<file path="src/rtl/ex_decode.sv">
// ex_decode: recovers P from the encoded product R = P*DIVISOR using a
// bit-serial restoring divider. It also returns Q[4:2] and cross-checks the
// rotated (V) and packed (W) encodings against the quotient.
module ex_decode #(
    parameter int DIVISOR = 3,
    parameter int RW      = 7
) (
    input  logic          clk,
    input  logic          rst_n,
    input  logic          in_valid,
    output logic          in_ready,
    input  logic [RW-1:0] r_in,
    input  logic [4:0]    v_in,
    input  logic [5:0]    w_in,
    output logic          out_valid,
    input  logic          out_ready,
    output logic [4:0]    p_out,
    output logic [2:0]    q_hi,
    output logic          err_rem,
    output logic          err_range,
    output logic          err_rot,
    output logic          err_w,
    output logic          ok
);

    localparam int CW = (RW > 1) ? $clog2(RW) : 1;

    typedef enum logic [1:0] {
        IDLE,
        DIV,
        DONE
    } state_t;

    state_t        state;
    state_t        state_next;

    logic [RW-1:0] r_lat;
    logic [4:0]    v_lat;
    logic [5:0]    w_lat;
    logic [RW-1:0] quot;
    logic [2:0]    rem;
    logic [CW-1:0] cnt;

    logic [3:0]    rem_shift;
    logic [2:0]    rem_sub;
    logic          rem_ge;
    logic          accept;
    logic          release_out;
    logic          is_done;

    // One restoring-divide step: shift in the next dividend bit, then subtract if it fits
    always_comb begin
        rem_shift = {rem, r_lat[cnt]};
        rem_ge    = (rem_shift >= 4'(DIVISOR));
        rem_sub   = 3'(rem_shift - 4'(DIVISOR));
    end

    assign accept      = (state == IDLE) && in_valid;
    assign release_out = (state == DONE) && out_ready;
    assign is_done     = (state == DONE);

    // State register; reset aborts any operation in flight
    always_ff @(posedge clk or negedge rst_n) begin
        if (!rst_n) begin
            state <= IDLE;
        end else begin
            state <= state_next;
        end
    end

    // Next-state: accept in IDLE, iterate RW times in DIV, hold in DONE until taken
    always_comb begin
        state_next = state;
        case (state)
            IDLE: begin
                if (accept) begin
                    state_next = DIV;
                end
            end
            DIV: begin
                if (cnt == '0) begin
                    state_next = DONE;
                end
            end
            DONE: begin
                if (release_out) begin
                    state_next = IDLE;
                end
            end
            default: state_next = IDLE;
        endcase
    end

    // Operand capture and divider datapath, MSB of the dividend first
    always_ff @(posedge clk or negedge rst_n) begin
        if (!rst_n) begin
            r_lat <= '0;
            v_lat <= '0;
            w_lat <= '0;
            quot  <= '0;
            rem   <= '0;
            cnt   <= '0;
        end else if (accept) begin
            r_lat <= r_in;
            v_lat <= v_in;
            w_lat <= w_in;
            quot  <= '0;
            rem   <= '0;
            cnt   <= CW'(RW - 1);
        end else if (state == DIV) begin
            rem       <= rem_ge ? rem_sub : rem_shift[2:0];
            quot[cnt] <= rem_ge;
            if (cnt != '0) begin
                cnt <= cnt - CW'(1);
            end
        end
    end

    // Results and consistency flags are only visible while DONE, zero otherwise
    always_comb begin
        in_ready  = (state == IDLE);
        out_valid = is_done;
        p_out     = is_done ? quot[4:0] : 5'd0;
        q_hi      = is_done ? w_lat[2:0] : 3'd0;
        err_rem   = is_done && (rem != 3'd0);
        err_range = is_done && ((quot >> 5) != '0);
        err_rot   = is_done && ({v_lat[2:0], v_lat[4:3]} != quot[4:0]);
        err_w     = is_done && (w_lat[5:3] != quot[2:0]);
        ok        = is_done && !(err_rem || err_range || err_rot || err_w);
    end

endmodule

</file>
<file path="config.mk">
export PLATFORM = sky130hd
export DESIGN_NAME = ex_decode
export DESIGN_NICKNAME = d
export VERILOG_FILES = /design/src/rtl/ex_decode.sv
export SDC_FILE = /design/constraint.sdc
export NUM_CORES = 1
export LEC_CHECK = 0
export CAP_MARGIN = 20
export CORE_AREA = 2 2 62 64
export CTS_BUF_LIST = sky130_fd_sc_hd__clkbuf_2 sky130_fd_sc_hd__clkbuf_4 sky130_fd_sc_hd__clkbuf_8
export CTS_CLUSTER_SIZE = 20
export DETAILED_ROUTE_END_ITERATION = 10
export DIE_AREA = 0 0 64 66
export GPL_ROUTABILITY_DRIVEN = 0
export PLACE_DENSITY = 0.79
export SLEW_MARGIN = 20
export SYNTH_ARGS = -nofsm -noshare
export SYNTH_HDL_FRONTEND = slang
export SYNTH_SLANG_ARGS = --single-unit
</file>
<file path="constraint.sdc">
create_clock -name clk -period 2.5 [get_ports clk]
set_input_delay 0.5 -clock clk [delete_from_list [all_inputs] [get_ports clk]]
set_output_delay 0.5 -clock clk [all_outputs]
set_load 0.01 [all_outputs]
</file>
### After elaboration in Yosys (flattened, before gate mapping)

Cells that the tools add are included.

| storage, ports and cells | value |
|---|---|
| flip-flop bits (word level) | 33 |
| latch bits | 0 |
| bits in writable memories | 0 |
| ROM bits | 0 |
| output and inout port bits | 15 |
| memories kept | 0 |

| operators by class | value |
|---|---|
| add/sub/neg operators | 2 |
| multiply operators | 0 |
| div/mod/pow operators | 0 |
| magnitude comparators | 3 |
| eq/ne operators | 7 |
| shift operators | 0 |
| mux-type cells | 19 |
| bitwise gates (word level) | 0 |
| reductions and logical operators | 21 |

Operator list:

| operator | count |
|---|---|
| $mux W3 | 7 |
| $mux W7 | 2 |
| $logic_and A1 B1 Y1 | 8 |
| $bwmux W7 | 1 |
| $reduce_bool A7 Y1 | 1 |
| $mux W2 | 3 |
| $pmux W2 S3 | 1 |
| $reduce_bool A3 Y1 | 2 |
| $mux W5 | 1 |
| $ne A5 B5 Y1 | 1 |
| $ge A4 B2 Y1 const B | 1 |
| $lt A3 B4 Y1 const B | 1 |
| $ne A2 B2 Y1 const B | 2 |
| $reduce_bool A2 Y1 | 2 |
| $bmux W1 S3 | 1 |
| $demux W1 S3 | 1 |
| $ge A3 B1 Y1 const B | 1 |
| $logic_not A3 Y1 | 1 |
| $logic_or A1 B1 Y1 | 3 |
| $ne A3 B3 Y1 | 1 |
| $reduce_and A3 Y1 | 1 |
| $sub A3 B1 Y3 const B | 1 |
| $sub A3 B2 Y3 const B | 1 |
| $eq A2 B1 Y1 const B | 1 |
| other kinds (6) | 7 |

### Logic depth before layout (Yosys ltp)

Gate-level depths: netlist of the first run.

| logic depth | value |
|---|---|
| depth in word-level cells | 7 |
| depth in mapped cells | 9 |

### Worst setup path before layout of the first run

OpenSTA, ideal clock, no wires.

| timing | value |
|---|---|
| path type | flip-flop to flip-flop |
| start point | reg cnt[1] |
| end point | reg rem[0] |
| library setup time | 69 ps |
| arrival | 2055 ps |
| data required time | 2431 ps |
| setup slack | 376 ps |
| stages on the path, launching flop included | 10 |
| cells stage by stage | dfrtp_1 buf_6 mux2_2 a32oi_2 nand2_1 ha_1 or3_1 clkbuf_1 a211o_1 nand3_1 |

| between the ends | value |
|---|---|
| word-level cells in the longest chain between the ends | 6 |
| elaborated cells on any way between the ends | 7 |
| classes of those cells | add/sub (1); order compare (1); mux (5) |

Ends and longest elaborated chain:

| element | line | text |
|---|---|---|
| start, declared | 42 | `logic [CW-1:0] cnt;` |
| start signal, assigned | 109 | `cnt <= CW'(RW - 1);` |
| start signal, assigned | 114 | `cnt <= cnt - CW'(1);` |
| $bmux W1 S3 * | 53 | `rem_shift = {rem, r_lat[cnt]};` |
| $mux W1 (implied by the code) * | 53 |  |
| $ge A4 B2 Y1 / $sub A3 B2 Y3 (equally long branches) | 54, 55 |  |
| $mux W3 * | 111 | `rem <= rem_ge ? rem_sub : rem_shift[2:0];` |
| $mux W3 * | 110 | `end else if (state == DIV) begin` |
| $mux W3 * | 103 | `end else if (accept) begin` |
| end signal, assigned | 111 |  |
| end, declared | 41 | `logic [2:0] rem;` |

Every way passes the cells marked *; elsewhere a longest branch is shown, timed or not. The select of a mux whose other input is x is not followed.
A chain may end at the register's enable or synchronous reset.

### Worst setup path after layout of the first run

| timing | value |
|---|---|
| start point | reg cnt[0] |
| end point | reg quot[1] |

| between the ends | value |
|---|---|
| word-level cells in the longest chain between the ends | 7 |
| elaborated cells on any way between the ends | 11 |
| classes of those cells | order compare (3); mux (7); reduce/logical (1) |

Ends and longest elaborated chain:

| element | line | text |
|---|---|---|
| parallel branches: the longest is 4 deep, another holds $ge A4 B2 Y1 | -- |  |
| $bwmux W7 * | 112 | `quot[cnt] <= rem_ge;` |
| $mux W7 * | 110 |  |
| $mux W7 * | 103 |  |
| end signal, assigned by index | 112 |  |
| end, declared | 40 | `logic [RW-1:0] quot;` |

Mark *: on every way between the ends. The select of a mux whose other input is x is not followed.

==> results.md, run 1 <==
- Sequential fraction of the synthesis area: roughly 46%
- VDD IR-drop max: 0.506 mV
- Clock buffer depth: 2
- IO Count: 37
- Int Pwr: 1.64 mW
- Drt pass-1 iters: 4
- Design area: 2270 sq um
- Sw Pwr: 0.991 mW
- Antenna violations before repair: 0
- Largest net degree at the start of global routing: 34
- Post-synthesis sequential element count: 33
- Synthesis Warnings: 0
- WL/cell: 15.1 microns
- Max-cap violations: 0
- Fin. max-slew vios: 0
- Core ar.: 3550 sq um
- R2R Setup Slk: 0.11 ns
- Clock Skew: 0.00598 ns
- # H-tree levels: 2
- Die Width: approximately 64 microns
- Clock power frac: between 10% and 20%
- Crit path capture type: register
- Final Net Count: 217
- Seq pwr share: 39.7%
- Syn avg cell area: 11.7 sq um
- Fin. Hold Viols: 0
- CTS tree: done
- Total die area: 4220 sq um
- Fillers: 276
- Crit path required time: approximately 2.7 ns
- Final setup vio count: 0
- Status: completed
- Critical path arrival: 2.60 ns
- Fmax: 419 MHz
- Most common cell after layout, fill and taps aside: clkdlybuf4s50_1
- PwrDens: 1160 nW/um^2
- Commonest cells after routing, fill and taps aside: clkdlybuf4s50_1 (35), dfrtp_1 (29), mux2_4 (17)
- Relative slew slack: 67.2%
- Port Buf Inserts: 36
- Leakage: approximately 1.0 nW
- Slew @ Worst Pin: around 0.49 ns
- Netlist Area Pre-Place: approximately 1800 sq um
- Rows: 22
- Worst-path fanout max: 10
- Post-Synthesis Cells: 153
- Combinational power share: around half
- First-pass GRT wire length: around 6.3 mm
- CTS Root Cell: clkbuf_4
- Placed Area: between 2000 and 2500 sq um
- Gr ovfl total: 0
- Fin crit share: 95.6%
- Fraction of layout cells with a size suffix above 1: 23.8%
- Antenna Cells: 0
- Vias per std cell: 5.37
- Final worst slack: roughly 0.11 ns
- CTS Hold Bufs: 0
- HPWL after DPL: 2.66 mm
- Post-Place Setup Slack: 0.111 ns
- Initial core utilization: 50.2%
- Routed Wire Length: 3.63 mm
- Die Height: 66 microns
- Sw Ratio: ~38%
- ANT nets after route: 0
- CTS sink cnt: 33
- Total number of vias: 1,293
- Vias in the first global route: ~1,300
- CTS Buf Count: 5
- GRT Util Overall: 19.9%
- Layout Area Growth over Synthesis: 27.4%
- Worst setup path category: reg -> reg
- # DRC: 0
- Crit path time final: about 2.4 ns
- Distinct cells, synth: 32
- DR iter-0 viols: 39
- Worst-path clk slew: about 0.09 ns
- Hold WC Path Type: reg -> reg
- Startpoint types: register
- Synthesized net count: 178
- Clock latency on the worst-skew pair: roughly 0.34 ns
==> critical path, cell delays in order (launching register included) <==
cell     delay [ns]
dfrtp_1        0.48
mux2_2         0.37
a32oi_2        0.24
nand2_1        0.09
ha_1           0.21
or3_1          0.47
nor4_1         0.30
nor3_1         0.10
==> routing by layer <==
metal  share of wire, %  GRT usage [%]
met5                  0              0
met4                1.6           7.34
met3                4.5           5.45
met2                 52           34.9
met1                 41           23.2
==> sequential cells by signal, summed over array words and instances (netlist names) <==
signal and cells:
quot 7, state 2, r_lat 7, cnt 3
w_lat 6, rem 3, v_lat 5
==> cells by family after synthesis <==
group	Yosys count	share of synthesized area [%]
buffers and inverters	12	4.77
multiplexers	28	20.7
AO/OA/AOI/OAI	14	5.76
adder cells (fa/ha/maj)	3	2.11
AND/OR/NAND/NOR	54	15.9
flip-flops	33	46.3
XOR/XNOR	9	4.42
==> layout make-up <==
class | count | area [sq um] | share of cell area, %
multi-input cells | 108 | 912 | 40.2
inverters | 4 | 15.0 | 0.661
well taps | 48 | 60.1 | 2.64
flip-flops and latches | 33 | 831 | 36.6
repair buffers | 40 | 393 | 17.3
clock buffers | 8 | 60.1 | 2.64
==> synthesized netlist by cell type, drive strengths merged <==
library cell	count	share of area (%)
inv	4	0.84
a211o	3	1.5
or3	1	0.35
clkbuf	1	0.21
and3	2	0.70
xor2	3	1.5
nand2	5	1.1
nor2	16	3.4
nand3	5	1.4
nor3b	1	0.70
and2	9	3.2
dfrtp	33	46
and2b	1	0.42
nor4	1	0.35
xnor2	6	2.9
nor3	4	1.1
nand4	4	1.4
o21ai	4	1.1
mux2	20	16
a32oi	1	0.91
o22ai	1	0.35
a21oi	1	0.28
buf	7	3.7
mux2i	8	4.5
and4	1	0.49
a31oi	3	1.1
nand2b	4	1.4
ha	3	2.1
o32a	1	0.56
==> stage by stage <==
step	power, mW	util, %	TNS [ns]	instances	hold WS (ns)
floorplan	1.99	-	0	153	0.204
global placement	2.17	60.7	0	232	0.487
detailed placement	2.25	60.7	0	232	0.502
CTS	2.61	63.1	0	241	0.521
global route	2.83	64.0	-0.0158	241	0.548
finish	2.63	64.0	0	241	0.519
==> timing repair <==
| item | 4_1_cts | 5_1_grt |
|---|---|---|
| cloned | 0 | 0 |
| gates resized for setup | 4 | 8 |
| setup endpoints to repair | 1 | 2 |
| pin swaps | 0 | 2 |
| setup buffers | 1 | 0 |
==> path summary, 6_finish.rpt <==
path | start | to | cells past startpoint
worst max register to register | cnt[0] | quot[1] | 7
min in group asynchronous | rst_n | cnt[2] | 2
max in group asynchronous | rst_n | cnt[1] | 2
worst max-delay path | cnt[0] | quot[1] | 7
worst min-delay path | r_lat[5] | r_lat[5] | 1
worst min register to register | r_lat[5] | r_lat[5] | 1
==> power groups by stage <==
| stage | Sequential [mW] | Clock, mW | Combinational [mW] |
|---|---|---|---|
| after floorplan | 0.926 | 0 | 1.07 |
| after global placement | 1.01 | 0 | 1.17 |
| after detailed placement | 1.03 | 0 | 1.22 |
| after CTS | 1.03 | 0.323 | 1.26 |
| after global routing | 1.09 | 0.345 | 1.40 |
| final | 1.04 | 0.314 | 1.27 |
No activity file was read; power rests on OpenSTA's default activity.
==> inputs of run 2 (changes only) <==
- CELL_PAD_IN_SITES_DETAIL_PLACEMENT: default -> 2
- CELL_PAD_IN_SITES_GLOBAL_PLACEMENT: default -> 2
- CORE_AREA: 2 2 62 64 -> 2 2 76 78
- DIE_AREA: 0 0 64 66 -> 0 0 78 80
- MAX_ROUTING_LAYER: default -> met4
- PLACE_DENSITY: 0.79 -> default
- PLACE_DENSITY_LB_ADDON: default -> 0.1
==> run 2 against run 1 <==
Largest cell class unchanged. Critical path depth fell by 2. Via count rose by 2.3%. Global-route usage fell by 4.0 points. Hold slack got worse by 0.016 ns. Clock power rose by 32%.
==> results.md, run 2 (same netlist as run 1, synthesis figures left out) <==
- Status: completed
- Fmax: roughly 410 MHz
- Commonest cells after routing, fill and taps aside: clkdlybuf4s50_1 (36), dfrtp_1 (31), mux2_4 (17)
- Worst-path fanout max: 4
- Vias per std cell: about 5
- Die Height: 80 microns
- CTS sink cnt: 33
- Most common cell after layout, fill and taps aside: clkdlybuf4s50_1
- Leakage: about 1.1 nW
- Startpoint types: register
- Fin. max-slew vios: 0
- Initial core utilization: 33.0%
- Critical path arrival: around 1.9 ns
- Fin. Hold Viols: 0
- Die Width: 78 microns
- Post-Place Setup Slack: between 0.2 and 0.25 ns
- Port Buf Inserts: 36
- Crit path time final: 2.41 ns
- Fin crit share: 96.4%
- Hold WC Path Type: reg -> reg
- Hold_ws: around 0.5 ns
- Rows: 27
- Final Net Count: ~220
- GRT Util Overall: ~16%
- ANT nets after route: 0
- WL/cell: 16.9 microns
- Largest regs: quot: 7 flops, r_lat: 7 flops, w_lat: 6 flops
- Antenna violations before repair: 0
- Clock buffer depth: 2
- Total number of vias: 1,323
- Antenna Cells: 0
- HP Start: w_lat[0]
- Worst setup path category: reg -> out
- HPWL after DPL: approximately 3.3 mm
- DR iter-0 viols: 25
- Vias in the first global route: 1,454
- Clock latency on the worst-skew pair: 0.28 ns
- Drt pass-1 iters: 4
- CP max stage delay: 0.54 ns
- IO Count: 37
- CP cell instances: xnor2_2 > nand3_1 > nor2_1 > and4_1 > clkdlybuf4s50_1
- CTS Root Cell: clkbuf_8
- First-pass GRT wire length: between 7 and 8 mm
- Gr ovfl total: 0
- CP max-delay cell: clkdlybuf4s50_1
- Layout Area Growth over Synthesis: 33.0%
- Relative slew slack: 66.0%
- CTS Buf Count: 5
- Total die area: 6240 sq um
- Clock Skew: 0.00622 ns
- Final worst slack: 0.0900 ns
- Core ar.: 5410 sq um
- Max-cap violations: 0
- VDD IR-drop max: 0.465 mV
- # DRC: 0
- Final setup vio count: 0
- Crit path required time: 2.00 ns
- PwrDens: 1200 nW/um^2
- Largest net degree at the start of global routing: 34
- R2r startpoint: cnt[1]
- Routed Wire Length: 4.53 mm
- CTS Hold Bufs: 0
- Fraction of layout cells with a size suffix above 1: 24.0%
- Slew @ Worst Pin: 0.505 ns
- Crit path capture type: output port
- CTS tree: done
- # H-tree levels: 2
- CP Launch Point: quot[0]
- Worst-path clk slew: 0.06 ns
run 2: where the power goes:
part / internal, mW / switching (mW)
logic: 0.750 / 0.646
registers: 0.789 / 0.235
clock network: 0.229 / 0.187
total: 1.77 / 1.07
run 2: layout make-up:
| class | count | area (sq um) |
|---|---|---|
| fillers | 568 | 3030 |
| multi-input cells | 108 | 912 |
| flip-flops and latches | 33 | 828 |
| repair buffers | 44 | 433 |
| clock buffers | 7 | 90.1 |
| well taps | 72 | 90.1 |
| inverters | 4 | 17.5 |
run 2: timing repair:
item / CTS / global route
cloned: 0 / 0
pin swaps: 0 / 0
endpoints found under the setup margin: 1 / 2
setup buffers: 1 / 0
resized for setup: 1 / 8
run 2: through the flow:
step                      utilization [%]  cell area, sq um  power (mW)  cells  setup TNS [ns]
after floorplan                         -              1780        1.99    153               0
after global placement               41.2              2230        2.29    260               0
after detailed placement             41.2              2230        2.37    260               0
after CTS                            43.1              2330        2.81    268               0
after global routing                 43.9              2370        3.07    268         -0.0411
final                                43.9              2370        2.84    268               0
run 2: layer usage:
| layer | global-route usage [%] | wire, microns | share of wire (%) |
|---|---|---|---|
| met1 | 19.0 | 1930 | 43 |
| met2 | 25.9 | 2320 | 51 |
| met3 | 3.85 | 186 | 4.1 |
| met4 | 6.67 | 97 | 2.1 |
| met5 | - | 0 | 0 |
run 2: final timing paths:
check | slack, ns | depth (start not counted) | to
hold reg to reg | 0.50 | 1 | w_lat[0]
setup reg to reg | 0.24 | 7 | rem[1]
setup / recovery | 0.09 | 5 | ok
min in group asynchronous | 0.63 | 2 | v_lat[0]
hold / removal | 0.50 | 1 | w_lat[0]
max in group asynchronous | 1.53 | 2 | quot[0]
run 2: critical path: cells and delay by family (launching register included):
kind / cells / cell delay [ns]
buffers and inverters: 1 / 0.54
AND/OR/NAND/NOR: 3 / 0.43
XOR/XNOR: 1 / 0.21
flip-flops: 1 / 0.45
==> inputs of run 3 (changes only) <==
- SKIP_LAST_GASP: default -> 1
==> results of run 3 <==
The final DEF is identical to that of run 2; final timing and power are the same.
==> edit, RTL diff (settings of run 2) <==
The parameter `RW` goes from 7 to 6.
--- a/src/rtl/ex_decode.sv
+++ b/src/rtl/ex_decode.sv
@@ -5,3 +5,3 @@
     parameter int DIVISOR = 3,
-    parameter int RW      = 7
+    parameter int RW      = 6
 ) (
Ports: changed (resized r_in); port bits go from 37 to 36. The function was not compared with the original's and may differ.
==> edit against run 2 <==
  * Sequential power down 8%
  * Total power down 7.0%
  * Sequential cell count down 2
  * Die area unchanged
  * Area after synthesis down 11%
  * Cell area down 8.4%
  * Routed wire length down 6.2%
  * Global-route usage about the same
  * Setup slack better by 0.055 ns
==> edit: results <==
export IMPL_status="finished clean"
export IMPL_synth_top_cells_by_count="dfrtp_1, mux2_1, and2_1"
export IMPL_endpoint="p_out[1]"
export IMPL_postRouteWirelength_mm=4.253
export IMPL_grt_pass1_wl_mm=7.245
export IMPL_fin_crit_sh_pct=94.21
export IMPL_use_met2_pct=28.97
export IMPL_syn_inst=138
export IMPL_critPathLaunch="state[0]"
export IMPL_grt_total_usage_pct=15.89
export IMPL_critPathArrivalTime_ns=1.86
export IMPL_hpwl_mm=3.260
export IMPL_drive_above_1_share_pct=12.78
export IMPL_vdd_ir_drop_worst_mv=0.4968
export IMPL_nets=203
export IMPL_dpl_worst_slack_ns=0.1457
export IMPL_fin_skew_ns=0.008083
export IMPL_synth_seq_area_share_pct=48.63
export IMPL_met1_length_mm=1.756
export IMPL_port_buffers=35
export IMPL_grt_max_degree=32
export IMPL_drt_iter0_markers=32
export IMPL_hold_ws_ns=0.4827
export IMPL_met3RoutedLength_um=211
export IMPL_grt_use_met1_pct=17.47
export IMPL_vias=1228
export IMPL_placed_area_um2=2041
export IMPL_finalNonFillerCells=252
export IMPL_grt_pass1_vias=1425
export IMPL_num_fill_cells=591
-- edit: cell count changes after synthesis, sizes merged, moves of 3 or more --
| cell | before | now |
|---|---|---|
| a311oi | 0 | 4 |
| a21oi | 1 | 5 |
| nand3 | 5 | 2 |
| mux2i | 8 | 3 |
| o21ai | 4 | 1 |
| nor2 | 16 | 7 |
-- edit: kinds of logic (layout without fill, tap and decap cells) --
family	count (synthesis)	in the layout	share of synthesized area [%]
AO/OA/AOI/OAI	18	18	8.314
XOR/XNOR	9	9	4.941
adder cells (fa/ha/maj)	3	3	2.353
buffers and inverters	11	53	3.529
flip-flops	31	31	48.63
multiplexers	22	22	16.00
AND/OR/NAND/NOR	44	44	16.24
-- edit: where the power goes --
group | internal [uW] | switching [uW] | leakage, uW
logic | 563 | 621 | 0.000474
registers | 742 | 200 | 0.000377
clock network | 322 | 190 | 0.0000612
-- edit: worst max-delay path: stages, from the launching register on --
cell and delay (ns):
dfrtp_1 0.40, nand2b_1 0.27, inv_2 0.21, and2_1 0.15
clkdlybuf4s50_1 0.54
-- edit: area by class of cell --
class	instances	area share [%]
timing repair buffer	40	18.39
multi-input combinational	96	35.45
clock inverter	2	1.614
sequential	31	35.73
inverter	5	0.8646
clock buffer	6	3.804
tap	72	4.150
-- edit: metrics by stage --
step / power, uW / util [%]
after floorplan: 1728 / -
after global placement: 2035 / 37.75
after detailed placement: 2135 / 37.75
after CTS: 2685 / 40.16
after global routing: 2861 / 40.16
final: 2637 / 40.16
-- edit: repair_timing --
item / in CTS / in global routing
hold endpoints to repair: 0 / 0
setup buffers: 1 / 0
hold buffers: 0 / 0
setup endpoints to repair: 1 / 10
resized for setup: 2 / 1
